===== src/rtl/instr_encoder.sv =====
// Sequential MIPS instruction encoder: packs class/field requests into 32-bit words
// and streams them to consecutive imem word addresses starting at BASE.
module instr_encoder #(
  parameter int ADDR_W = 8,
  parameter int DEPTH  = 256,
  parameter int BASE   = 0
) (
  input  logic              clk,
  input  logic              rst_n,
  input  logic              start,
  input  logic              stop,
  input  logic              in_valid,
  output logic              in_ready,
  input  logic [2:0]        in_class,
  input  logic [2:0]        in_func,
  input  logic [4:0]        in_rs,
  input  logic [4:0]        in_rt,
  input  logic [4:0]        in_rd,
  input  logic [15:0]       in_imm,
  input  logic [25:0]       in_target,
  output logic              imem_we,
  output logic [ADDR_W-1:0] imem_addr,
  output logic [31:0]       imem_wdata,
  output logic [ADDR_W:0]   count,
  output logic              full,
  output logic              err_illegal,
  output logic [1:0]        state_dbg
);

  // Handshake: a request is taken on a rising edge where in_valid && in_ready;
  // in_ready depends on registered state only, never on in_valid.

  typedef enum logic [1:0] {
    S_IDLE = 2'd0,
    S_RUN  = 2'd1,
    S_FULL = 2'd2
  } state_t;

  localparam logic [ADDR_W:0]   DEPTH_C = (ADDR_W+1)'(DEPTH);
  localparam logic [ADDR_W-1:0] BASE_C  = ADDR_W'(BASE);

  state_t            state, state_nx;
  logic              accept;
  logic              legal;
  logic              wr_go;
  logic [31:0]       enc;
  logic [5:0]        funct;
  logic [ADDR_W:0]   count_nx;
  logic              err_nx;

  // State register
  always_ff @(posedge clk or negedge rst_n) begin
    if (!rst_n) state <= S_IDLE;
    else        state <= state_nx;
  end

  // Next-state logic: start beats stop, stop beats filling up
  always_comb begin
    state_nx = state;
    if (start)                                   state_nx = S_RUN;
    else if (stop)                               state_nx = S_IDLE;
    else if (state == S_RUN && count_nx == DEPTH_C) state_nx = S_FULL;
  end

  // Outputs decoded from registered state
  always_comb begin
    in_ready  = (state == S_RUN) && (count < DEPTH_C);
    full      = (state == S_FULL);
    state_dbg = state;
  end

  always_comb begin
    legal = 1'b1;
    if (in_class > 3'd4)                         legal = 1'b0;
    else if (in_class == 3'd0 && in_func > 3'd4) legal = 1'b0;
  end

  assign accept = in_valid && in_ready;
  assign wr_go  = accept && legal;

  always_comb begin
    funct = 6'b100000;
    case (in_func)
      3'd1:    funct = 6'b100010;
      3'd2:    funct = 6'b100100;
      3'd3:    funct = 6'b100101;
      3'd4:    funct = 6'b101010;
      default: funct = 6'b100000;
    endcase
  end

  always_comb begin
    enc = 32'd0;
    case (in_class)
      3'd0:    enc = {6'b000000, in_rs, in_rt, in_rd, 5'b00000, funct};
      3'd1:    enc = {6'b100011, in_rs, in_rt, in_imm};
      3'd2:    enc = {6'b101011, in_rs, in_rt, in_imm};
      3'd3:    enc = {6'b000100, in_rs, in_rt, in_imm};
      3'd4:    enc = {6'b000010, in_target};
      default: enc = 32'd0;
    endcase
  end

  always_comb begin
    count_nx = count;
    err_nx   = err_illegal;
    if (start) begin
      count_nx = '0;
      err_nx   = 1'b0;
    end else begin
      if (wr_go)            count_nx = count + 1'b1;
      if (accept && !legal) err_nx   = 1'b1;
    end
  end

  always_ff @(posedge clk or negedge rst_n) begin
    if (!rst_n) begin
      count       <= '0;
      err_illegal <= 1'b0;
    end else begin
      count       <= count_nx;
      err_illegal <= err_nx;
    end
  end

  // Write pipeline drains independently of state so a word taken alongside stop/start still lands
  always_ff @(posedge clk or negedge rst_n) begin
    if (!rst_n) begin
      imem_we    <= 1'b0;
      imem_addr  <= '0;
      imem_wdata <= '0;
    end else begin
      imem_we <= wr_go;
      if (wr_go) begin
        imem_addr  <= BASE_C + count[ADDR_W-1:0];
        imem_wdata <= enc;
      end
    end
  end

endmodule


===== config.mk =====
export PLATFORM = sky130hd
export DESIGN_NAME = instr_encoder
export DESIGN_NICKNAME = d
export VERILOG_FILES = /design/src/rtl/instr_encoder.sv
export SDC_FILE = /design/constraint.sdc
export NUM_CORES = 1
export LEC_CHECK = 0
export ABC_AREA = 1
export BUFFER_PORTS_ARGS = -buffer_cell sky130_fd_sc_hd__buf_4
export CORE_ASPECT_RATIO = 1.2
export CORE_MARGIN = 3
export CORE_UTILIZATION = 47
export CTS_CLUSTER_DIAMETER = 100
export CTS_CLUSTER_SIZE = 8
export DETAILED_ROUTE_END_ITERATION = 12
export PLACE_DENSITY = 0.8
export SLEW_MARGIN = 20
export SYNTH_ARGS = -nofsm -noshare
export SYNTH_HDL_FRONTEND = slang
export SYNTH_SLANG_ARGS = --single-unit

===== constraint.sdc =====
create_clock -name clk -period 1.7 [get_ports clk]
set_input_delay 0 -clock clk [delete_from_list [all_inputs] [get_ports clk]]
set_output_delay 0 -clock clk [all_outputs]
set_load 0.03 [all_outputs]

==> summary.md, run 1 <==
| Metric | Value |
|---|---|
| Final layout net count | `521` |
| Hold WS | `3.354 ps` |
| Critical Path Source | `state_dbg[1]` |
| Slowest cell delay on critical path | `440 ps` |
| DIE AREA | `6482 sq um` |
| Max Slew Vio Count | `0` |
| Drt drc | `0` |
| Final setup violation count | `1` |
| Period utilization | `100.1%` |
| Placement Rows | `29` |
| R2R depth | `10` |
| Cell taking the most area after synthesis | `dfrtp_1` |
| Ant diodes | `0` |
| CP Class | `flop to flop` |
| Pin count of the biggest net entering global routing | `52` |
| End of the critical path | `state_dbg[0]` |
| Sequential area share after synthesis | `48.94%` |
| WL/cell | `14.81 um` |
| Peak supply drop | `0.0005773 V` |
| Final worst setup slack | `-2.409 ps` |
| Final core occ | `72.70%` |
| Yosys warns | `0` |
| Worst r2r dst | `state_dbg[0]` |
| Number of enable flip-flop cells after synthesis | `0` |
| Layout cells sized above 1 | `38.19%` |
| Crit-path max FO | `4` |
| CP required | `1890 ps` |
| HPWL Detailed | `5405 um` |
| Primary FF master, synth | `dfrtp_1` |
| CP cell instances | `inv_4 > nand4_1 > nor2_2 > nand3_1 > nand3_2 > nand2_1 > nor2_1 > nand3_1 > nand2_1 > nand2_1` |
| Core footprint | `5334 sq um` |
| Relative slew slack | `52.91%` |
| Final Critical Period | `1702 ps` |
| Placer Congestion | `0.8701` |
| Via-per-instance ratio | `5.167` |
| Vias in the first global route | `2557` |
| Commonest non-fill, non-tap cell in the layout | `buf_4` |
| CTS tree | `built` |
| Hold WC Path Type | `input port to flop` |
| Hold Fails Final Rpt | `0` |
| Clock sink total | `51` |
| Post-Syn Area | `2608 sq um` |
| Initial Utilization | `48.89%` |
| Worst skew pair latency | `300 ps` |
| Post-synthesis cell type count | `33` |
| Setup_tns | `-2.409 ps` |
| Total gr overflow | `0` |
| Ports | `123` |
| CTS Root Cell | `clkbuf_8` |
| Pwr/cell area | `858.0 nW/um^2` |
| I/O Buffers | `121` |
| Hold depth | `4` |
| Fmax | `587.4 MHz` |
| Cell mode on critical path | `nand2_1` |
| Crit start category | `flop` |
| Post-synthesis register bit count | `51` |
| Commonest cells after routing, fill and taps aside | `128 x buf_4, 114 x nand2_1, 46 x dfrtp_1, 26 x inv_1, 16 x a22o_1` |
| WP data arrival | `1890 ps` |
| Slew @ Worst Pin | `705.6 ps` |
| Max Cap Viol | `0` |
| Chip Width | `74.00 um` |
| Clock skew | `2.927 ps` |
| Area contributors post-synth | `dfrtp_1 49%, nand2_1 17%, a22o_1 5.4%` |
| Initial antenna violation count | `0` |
| Antenna-violating nets left | `0` |
| H-tree depth | `2` |
| Mapped Nets | `390` |
| CP endpoint kind | `flop` |
| Syn avg cell area | `8.123 sq um` |
| Violated checks | `setup timing` |
| Status | `finished with violations` |
| Post-Syn Instances | `321` |
| Total Wirelength | `7625 um` |
| Iter 0 DRT Violations | `147` |
| Dpl ws | `7.822 ps` |
| Routed vias | `2661` |
| Layout area overhead | `48.70%` |
| Die Ht | `87.60 um` |
| Leak | `2.066 nW` |
| First-pass GRT wire length | `11880 um` |
| Tot GR Track Use | `23.45%` |
| Reg clk slew, reported paths | `90 ps` |
| Clock Path Buffers | `2` |
| DRT Pass-1 Iters | `4` |
| Reg2Reg Launch Point | `state_dbg[1]` |
| Total CTS buffers | `5` |
| Asr flop ratio synth | `100.0%` |
| Flop2flop setup slack | `-2 ps` |
| Slowest-stage cell, CP | `dfrtp_2` |
| RSZ-0062 raised after global routing | `true` |
| Yosys top cell area share | `48.94%` |
-- power by group --
group | total [mW] | leakage, nW | switching [mW] | internal (mW)
Combinational | 1.10 | 1.36 | 0.645 | 0.458
Sequential | 1.46 | 0.656 | 0.0963 | 1.36
Clock | 0.769 | 0.0505 | 0.398 | 0.371
Total | 3.33 | 2.07 | 1.14 | 2.19
-- kinds of logic (layout without fill, tap and decap cells) --
logic type,Yosys count,after routing,share of synthesized area [%]
simple gates,170,170,28.60
flops,51,51,48.94
compound gates,48,48,13.20
buf+inv,48,180,7.965
xor+xnor,2,2,0.6719
fa+ha+maj,1,1,0.4798
other cells,1,1,0.1438
-- worst max-delay path, delay by kind of cell (launching register included) --
family / cells / cell delay, ps
buf+inv: 1 / 90
flops: 1 / 440
simple gates: 9 / 1060
-- metal layers --
metal  track usage, %  vias up  routed length [um]
met5                0        -                   0
met2            41.45       96                3876
met1            28.64     1250                3020
met3            4.018       11                 560
met4            7.908        0                 167
li1                 -     1304                   -
-- what timing repair did --
action | CTS | global route
setup endpoints to repair | 1 | 23
hold buffers | 7 | 0
pin swaps | 0 | 6
resized for setup | 1 | 18
setup buffers | 3 | 3
endpoints found under the hold margin | 59 | 0
-- how the worst min path moves through the flow --
stage,start,endpoint,slack (ps)
after floorplan,rst_n,count[0],-300
after global placement,rst_n,imem_wdata[23],70
after detailed placement,rst_n,imem_wdata[23],70
after CTS,in_target[2],imem_wdata[2],0.9
after global routing,in_target[2],imem_wdata[2],5
final,in_target[9],imem_wdata[9],3
-- sequential cells by signal (all words and copies together) (netlist names) --
signal / count
imem_addr: 8
count: 9
imem_wdata: 30
state_dbg: 2
imem_we: 1
err_illegal: 1
-- cells in the mapped netlist, types with 2 or more instances --
master,number
a2bb2oi_1,2
nand2_1,115
o41ai_1,2
inv_2,6
inv_1,26
nand3_1,16
nor2_1,20
nand2_4,2
o21ai_0,10
a21oi_1,6
nor2_4,4
nand4_1,10
buf_2,8
buf_4,2
o21ai_1,2
o21a_1,6
a22o_1,16
clkbuf_1,3
dfrtp_1,51
-- per-stage QoR --
step	std cells	power, mW	area [sq um]
after global routing	515	3.492	3877
after CTS	512	3.331	3775
final	515	3.327	3877
after global placement	494	2.520	3576
after detailed placement	494	2.541	3576
after floorplan	321	2.060	2613
-- area by class of cell --
cell class | count | area, sq um
repair buffers | 138 | 1082
flip-flops and latches | 51 | 1282
clock inverters | 1 | 7.507
inverters | 34 | 132.6
well taps | 62 | 77.57
multi-input cells | 222 | 1199
clock buffers | 7 | 96.34
fillers | 420 | 1456
(Power assumes the default switching activity.)
==> run 2, diff against run 1 <==
--- a/config.mk
+++ b/config.mk
@@ -5,7 +5,6 @@
 export SDC_FILE = /design/constraint.sdc
 export NUM_CORES = 1
 export LEC_CHECK = 0
-export ABC_AREA = 1
 export BUFFER_PORTS_ARGS = -buffer_cell sky130_fd_sc_hd__buf_4
 export CORE_ASPECT_RATIO = 1.2
 export CORE_MARGIN = 3
==> summary.md, run 2 <==
| Metric | Value |
|---|---|
| Commonest cells after routing, fill and taps aside | `146 x buf_4, 79 x nand2_1, 46 x dfrtp_1, 29 x o21ai_0, 25 x a31oi_1` |
| Chip Width | `74.08 um` |
| Clock sink total | `51` |
| R2R depth | `6` |
| Ports | `123` |
| Fmax | `536.1 MHz` |
| Max FFs per register | `30` |
| Slew @ Worst Pin | `649.0 ps` |
| Total CTS buffers | `5` |
| Routed vias | `2725` |
| Initial antenna violation count | `0` |
| Syn avg cell area | `8.486 sq um` |
| WP data arrival | `2110 ps` |
| Relative slew slack | `56.73%` |
| Initial Utilization | `49.00%` |
| Total gr overflow | `0` |
| Final Critical Period | `1865 ps` |
| Hold depth | `3` |
| Post-synthesis register bit count | `51` |
| Placer Congestion | `0.8462` |
| Reg clk slew, reported paths | `100 ps` |
| Min-delay src | `in_target[6]` |
| Area post-placement | `3660 sq um` |
| HPWL Detailed | `5356 um` |
| Peak supply drop | `0.0005421 V` |
| Final layout net count | `528` |
| Commonest non-fill, non-tap cell in the layout | `buf_4` |
| Cell taking the most area after synthesis | `dfrtp_1` |
| First-pass GRT wire length | `12150 um` |
| Leak | `2.046 nW` |
| Sequential area share after synthesis | `48.83%` |
| Crit-path max FO | `4` |
| Number of enable flip-flop cells after synthesis | `0` |
| Cell Count, Final, Fillers Out | `522` |
| Buf+Inv Stages, Crit Path | `0` |
| Slowest cell delay on critical path | `450 ps` |
| CP cell instances | `nand4bb_1 > a211o_2 > or3b_4 > a31oi_4 > o211a_1 > a32o_1` |
| Largest Register | `imem_wdata` |
| Pwr/cell area | `768.7 nW/um^2` |
| DIE AREA | `6496 sq um` |
| Iter 0 DRT Violations | `158` |
| Layout cells sized above 1 | `37.61%` |
| CTS tree | `built` |
| Post-Syn Area | `2614 sq um` |
| Hold Fails Final Rpt | `0` |
| RSZ-0062 raised after global routing | `true` |
| WL/cell | `14.73 um` |
| Ant diodes | `0` |
| Crit start category | `flop` |
| Hold WC Path Type | `input port to flop` |
| Delay-heaviest family, CP | `compound AO/OA/AOI/OAI gates` |
| Core footprint | `5334 sq um` |
| Count leader, synth | `nand2_1` |
| DRT Pass-1 Iters | `4` |
| Post-Syn Instances | `308` |
| Primary FF master, synth | `dfrtp_1` |
| Via-per-instance ratio | `5.220` |
| Design area | `4059 sq um` |
| I/O Buffers | `121` |
| Hold Path End | `imem_wdata[6]` |
| Vias in the first global route | `2697` |
| Max Slew Vio Count | `0` |
| Violated checks | `setup timing` |
| Placed cells | `488` |
| Clock Path Buffers | `2` |
| Final worst setup slack | `-165.5 ps` |
| Yosys top cell area share | `48.83%` |
| Top Registers | `imem_wdata x30, count x9, imem_addr x8` |
| Drt drc | `0` |
| Placement Rows | `29` |
| CP Class | `flop to flop` |
| Worst r2r dst | `state_dbg[1]` |
| Clock skew | `8.882 ps` |
| Slowest-stage cell, CP | `dfrtp_2` |
| Pin count of the biggest net entering global routing | `56` |
| Post-synthesis cell type count | `42` |
| CP endpoint kind | `flop` |
| Status | `finished with violations` |
| Period utilization | `109.7%` |
| Tot GR Track Use | `23.89%` |
| H-tree depth | `2` |
| Worst skew pair latency | `310 ps` |
| Yosys warns | `0` |
| Reg2Reg Launch Point | `state_dbg[1]` |
| Total Wirelength | `7687 um` |
| Mapped Nets | `377` |
| Antenna-violating nets left | `0` |
| Die Ht | `87.69 um` |
| CP required | `1950 ps` |
| Layout area overhead | `55.29%` |
| Max Cap Viol | `0` |
| Setup_tns | `-293.4 ps` |
| Asr flop ratio synth | `100.0%` |
| Area contributors post-synth | `dfrtp_1 49%, nand2_1 11%, a31oi_1 6.0%` |
| Top cells by count, synth | `79 x nand2_1, 51 x dfrtp_1, 29 x o21ai_0, 25 x a31oi_1, 23 x nor2_1` |
| Final setup violation count | `3` |
| Flop2flop setup slack | `-170 ps` |
| CTS Root Cell | `clkbuf_8` |
-- run 2: metal layers --
metal  routed length [um]  global-route usage, %  vias to the layer above
li1                     -                      -                     1342
met1                 3029                  27.67                     1254
met2                 3841                  41.37                      112
met3                  625                  7.692                       17
met4                  191                  7.908                        0
met5                    0                      0                        -
-- run 2: worst reg2reg max path, cell delays in order (launching register included) --
cell	delay [ps]
dfrtp_2	450
nand4bb_1	220
a211o_2	320
or3b_4	390
a31oi_4	140
o211a_1	160
a32o_1	120
-- run 2: layout make-up --
type,count,area [sq um]
Timing Repair Buffer,170,1346
Sequential cell,51,1282
Fill cell,386,1275
Multi-Input combinational cell,226,1246
Tap cell,62,77.57
Clock buffer,5,68.82
Clock inverter,3,18.77
Inverter,5,18.77
-- run 2: report_power, final --
group	switching, mW	internal (mW)
clock network	0.408	0.291
registers	0.0714	1.34
logic	0.584	0.430
-- run 2: logic make-up (layout without fill, tap and decap cells) --
logic type | count (synthesis) | after routing | share of synthesized area [%]
AO/OA/AOI/OAI | 80 | 80 | 18.57
other | 1 | 1 | 0.1435
flip-flops | 51 | 51 | 48.83
adder cells (fa/ha/maj) | 1 | 1 | 0.4786
XOR/XNOR | 10 | 10 | 3.351
multiplexers | 1 | 1 | 0.4308
AND/OR/NAND/NOR | 133 | 133 | 22.79
buffers and inverters | 31 | 183 | 5.409
-- run 2: through the flow --
stage	util (%)	setup WS, ps	total power, mW	hold slack [ps]
2_1_floorplan	-	-227.0	1.948	-295.6
3_3_place_gp	68.61	-124.0	2.364	63.87
3_5_place_dp	68.61	-160.5	2.379	66.68
4_1_cts	75.02	-150.4	3.120	0.8075
5_1_grt	76.10	-220.3	3.269	14.53
6_report	76.10	-165.5	3.120	4.707
-- run 2: how the worst max path moves through the flow --
stage | to | startpoint | depth (start not counted)
2_1_floorplan | state_dbg[1] | state_dbg[1] | 7
3_3_place_gp | state_dbg[1] | state_dbg[1] | 6
3_5_place_dp | state_dbg[1] | state_dbg[1] | 6
4_1_cts | state_dbg[1] | state_dbg[1] | 6
5_1_grt | state_dbg[1] | state_dbg[1] | 6
6_report | state_dbg[1] | state_dbg[1] | 6
-- run 2: what timing repair did --
| item | CTS | global route |
|---|---|---|
| pin swaps | 0 | 0 |
| buffers inserted | 1 | 2 |
| hold buffers | 23 | 0 |
| endpoints found under the hold margin | 81 | 0 |
| resized for setup | 4 | 8 |
| setup endpoints to repair | 4 | 9 |
